**src/rtl/mapping_frame_sequencer.sv**
```systemverilog
// Frame-level controller for one crate mapper: finds the sync word, times the
// accumulate window, captures the trailer frame ID and sequences valid/clear strobes.
module mapping_frame_sequencer #(
    parameter int          NWORDS = 16,
    parameter logic [15:0] SYNC   = 16'hAAAA,
    parameter int          FID_W  = 10
) (
    input  logic             clk,
    input  logic             rst,
    input  logic [15:0]      fiber,
    input  logic             en,
    output logic             acc_en,
    output logic [5:0]       word_idx,
    output logic             out_valid,
    output logic [FID_W-1:0] frame_id,
    output logic             clr,
    output logic             busy,
    output logic             fid_err,
    output logic [15:0]      frame_cnt,
    output logic [7:0]       err_cnt
);

    typedef enum logic [2:0] {IDLE, ACCUM, TRAILER, DONE, CLEAR} state_t;

    localparam logic [5:0] LAST_IDX = 6'(NWORDS - 1);

    state_t           state;
    logic             first_frame;
    logic             start;
    logic [FID_W-1:0] fid_in;
    logic [FID_W-1:0] fid_exp;
    logic             mismatch;

    assign start    = en && (fiber == SYNC);
    assign fid_in   = fiber[FID_W-1:0];
    assign fid_exp  = frame_id + FID_W'(1);
    // The first frame after reset has no predecessor to compare against.
    assign mismatch = !first_frame && (fid_in != fid_exp);

    assign acc_en    = (state == ACCUM);
    assign busy      = (state != IDLE);
    assign out_valid = (state == DONE);
    assign clr       = (state == CLEAR);

    always_ff @(posedge clk) begin
        if (rst) begin
            state       <= IDLE;
            word_idx    <= '0;
            frame_id    <= '0;
            frame_cnt   <= '0;
            err_cnt     <= '0;
            fid_err     <= 1'b0;
            first_frame <= 1'b1;
        end else begin
            fid_err <= 1'b0;
            case (state)
                IDLE: begin
                    word_idx <= '0;
                    if (start) state <= ACCUM;
                end
                ACCUM: begin
                    // Data words equal to SYNC are plain data here.
                    if (word_idx == LAST_IDX) begin
                        word_idx <= '0;
                        state    <= TRAILER;
                    end else begin
                        word_idx <= word_idx + 6'd1;
                    end
                end
                TRAILER: begin
                    // Results land together with out_valid in DONE.
                    frame_id    <= fid_in;
                    fid_err     <= mismatch;
                    frame_cnt   <= frame_cnt + 16'd1;
                    if (mismatch && err_cnt != 8'hFF) err_cnt <= err_cnt + 8'd1;
                    first_frame <= 1'b0;
                    state       <= DONE;
                end
                DONE: state <= CLEAR;
                CLEAR: begin
                    word_idx <= '0;
                    state    <= start ? ACCUM : IDLE;
                end
                default: state <= IDLE;
            endcase
        end
    end

endmodule

```
**config.mk**
```make
export PLATFORM = sky130hd
export DESIGN_NAME = mapping_frame_sequencer
export DESIGN_NICKNAME = d
export VERILOG_FILES = /design/src/rtl/mapping_frame_sequencer.sv
export SDC_FILE = /design/constraint.sdc
export NUM_CORES = 1
export LEC_CHECK = 0
export ABC_CLOCK_PERIOD_IN_PS = 2600
export CAP_MARGIN = 25
export CORE_ASPECT_RATIO = 1.5
export CORE_MARGIN = 8
export CORE_UTILIZATION = 50
export CTS_BUF_LIST = sky130_fd_sc_hd__clkbuf_8
export DETAILED_ROUTE_END_ITERATION = 12
export GPL_ROUTABILITY_DRIVEN = 1
export PLACE_DENSITY = 0.89
export SYNTH_ARGS = -nofsm -noshare
export SYNTH_HDL_FRONTEND = slang
export SYNTH_SLANG_ARGS = --single-unit
```
**constraint.sdc**
```tcl
create_clock -name clk -period 2.6 [get_ports clk]
set_input_delay 0.78 -clock clk [delete_from_list [all_inputs] [get_ports clk]]
set_output_delay 0.78 -clock clk [all_outputs]
set_load 0.01 [all_outputs]
```
==> results.json <==
{
  "min_period_ps": 2500,
  "die_area_um2": 7160,
  "peakVddDrop_uv": 390,
  "use_met1_pct": 18.6,
  "worst_slack_ps": 100,
  "nets": 376,
  "fp-row-count": 30,
  "antenna_found_initial": 0,
  "grt_util_met3_pct": 4.53,
  "layout_common_cells": "clkdlybuf4s50_1, dfxtp_1, nand2_1",
  "syn-num-nets": 298,
  "critPathLaunchType": "input port",
  "initial_core_util_pct": 51.9,
  "final_common_cell": "clkdlybuf4s50_1",
  "ys_top_cells_by_area": "dfxtp_1, xor2_1, nand2_1",
  "placed_area_um2": 3120,
  "synthCells": 275,
  "fin_skew_ps": 4.77,
  "grt_pass1_vias": 2233,
  "cts.reportedPaths.clkPinSlew_ps": 80,
  "hpwl_um": 4550,
  "vias": 2247,
  "leakagePower_nw": 1.22,
  "yosys.area.top_type": "dfxtp_1",
  "path_cells": "clkdlybuf4s50_1, xor2_1, xnor2_1, nand3_2, a2111oi_4, buf_6, nor4b_4, mux2_1",
  "wl_per_cell_um": 15.3,
  "synth_cell_type_count": 51,
  "worstPathRequired_ps": 2780,
  "ios": 64,
  "synth-edff-count": 0,
  "yosysSeqAreaShare_pct": 38.6,
  "cap_violations": 0,
  "clkLatencyLatePin_ps": 290,
  "setup_viol": 0,
  "critPathMaxFanout": 5,
  "dieHeight_um": 99.7,
  "drtPass1Iterations": 4,
  "pre_cts_ws_ps": -462,
  "fp.dieW_um": 71.8,
  "ff2ff_path_depth": 9,
  "tritoncts": "yes",
  "busiest_layer": "met2",
  "clockBufferDepth": 2,
  "cpMaxStageDelayCell": "clkdlybuf4s50_1",
  "yosys_warnings": 0,
  "syn_area_um2": 2340,
  "numCtsBuffers": 5,
  "use_met2_pct": 31.7,
  "track_usage_pct": 17.4,
  "worstMarginPinSlew_ps": 523,
  "areaGrowthSynthToFinish_pct": 39.3,
  "antenna_left": 0,
  "ys_ff_latch": 45,
  "synthFlopType": "dfxtp_1",
  "rsz0062_at_grt": "false",
  "post-route-period-util_pct": 96.1,
  "cts_htree_levels": 2,
  "drt_wl_total_um": 6160,
  "via_per_inst": 5.59,
  "holdPathStages": 1,
  "slew_headroom_pct": 64.8,
  "root_buffer": "clkbuf_8",
  "cp-end-kind": "register",
  "hold_violations": 0,
  "fmax_mhz": 400,
  "crit_type": "input port to register",
  "antenna_cells": 0,
  "status": "finished clean",
  "hold_buffers": 0,
  "critical-path-max-stage-delay_ps": 510,
  "cts_sinks": 45,
  "grt_pass1_wl_um": 10300,
  "hold_path_class": "register to register",
  "grt_max_degree": 51,
  "port_buffers": 63,
  "fp.coreArea_um2": 4500,
  "design_area_um2": 3250,
  "first_iter_violations": 103,
  "place.gp.congestion": 0.939,
  "overflow": 0,
  "drc_errors": 0,
  "powerDensity_nw_per_um2": 412,
  "async_flop_share_pct": 0,
  "drive_gt1_share_pct": 11.3,
  "syn_avg_cell_area_um2": 8.49,
  "yosysTopAreaCellShare_pct": 38.6,
  "total_power_mw": 1.34,
  "critical_path_arrival_ps": 2680,
  "finalMaxSlewViolations": 0
}
## state kept, by name, summed over array words and instances, names as in the netlist
register,count
err_cnt,8
fid_err,1
first_frame,1
frame_cnt,16
frame_id,10
state,3
word_idx,6
## worst max-delay path, delay by kind of cell
| kind | cells | cell delay, ps |
|---|---|---|
| XOR/XNOR | 2 | 360 |
| buffers and inverters | 2 | 690 |
| AO/OA/AOI/OAI | 1 | 330 |
| multiplexers | 1 | 320 |
| AND/OR/NAND/NOR | 2 | 190 |
## per-layer routing
layer | vias to the layer above | share of wire (%)
li1 | 1107 | -
met1 | 1068 | 41
met2 | 64 | 52
met3 | 8 | 5.5
met4 | 0 | 1.2
met5 | - | 0
## where the power goes
group	total (mW)	switching (mW)	leakage (nW)	internal, mW
Combinational	0.216	0.102	0.810	0.114
Sequential	0.727	0.0227	0.363	0.704
Clock	0.399	0.219	0.0519	0.179
Total	1.34	0.344	1.22	0.997
## synthesized netlist by cell type (4+ instances only)
| master | number |
|---|---|
| clkbuf_1 | 8 |
| xor2_1 | 19 |
| dfxtp_1 | 45 |
| a21oi_1 | 19 |
| nor2_1 | 34 |
| ha_1 | 4 |
| nor2b_1 | 9 |
| nor3_1 | 4 |
| nor3b_1 | 4 |
| and4_1 | 5 |
| and3_1 | 4 |
| nand2_1 | 35 |
| xnor2_1 | 11 |
| nand3_1 | 14 |
## worst paths after layout
check	slack (ps)	startpoint	to
worst min-delay path	470	first_frame$_SDFFE_PP1P_	first_frame$_SDFFE_PP1P_
worst max register to register	200	frame_id[1]$_SDFFE_PP0P_	err_cnt[4]$_SDFFE_PP0P_
worst min register to register	470	first_frame$_SDFFE_PP1P_	first_frame$_SDFFE_PP1P_
worst max-delay path	100	fiber[6]	err_cnt[4]$_SDFFE_PP0P_
## timing repair
| action | CTS | global route |
|---|---|---|
| gates cloned | 1 | 0 |
| setup buffers | 1 | 0 |
| endpoints found under the setup margin | 5 | 8 |
| endpoints found under the hold margin | 0 | 0 |
| pin swaps | 4 | 5 |
| resized for setup | 8 | 4 |
## cell type report
type / count / area (um2)
flip-flops and latches: 45 / 901
repair buffers: 82 / 787
fillers: 356 / 1250
inverters: 3 / 11.3
clock buffers: 5 / 68.8
multi-input cells: 216 / 1410
clock inverters: 3 / 11.3
well taps: 48 / 60.1
## per-stage QoR
stage / util [%] / hold slack, ps / TNS [ps] / instances
after CTS: 71.9 / 479 / 0 / 402
final: 72.2 / 475 / 0 / 402
after global placement: 69.2 / 451 / -2290 / 392
after detailed placement: 69.2 / 459 / -2930 / 392
after floorplan: - / 441 / 0 / 275
after global routing: 72.2 / 513 / 0 / 402
## cell families (layout without fill, tap and decap cells)
family / Yosys count / after routing / share of synthesized area (%)
AND/OR/NAND/NOR: 137 / 137 / 31.1
adder cells (fa/ha/maj): 5 / 5 / 2.57
multiplexers: 5 / 5 / 2.52
buffers and inverters: 14 / 93 / 2.62
XOR/XNOR: 30 / 30 / 11.2
flip-flops: 45 / 45 / 38.6
AO/OA/AOI/OAI: 39 / 39 / 11.4
Power figures use the tool's default switching activity.
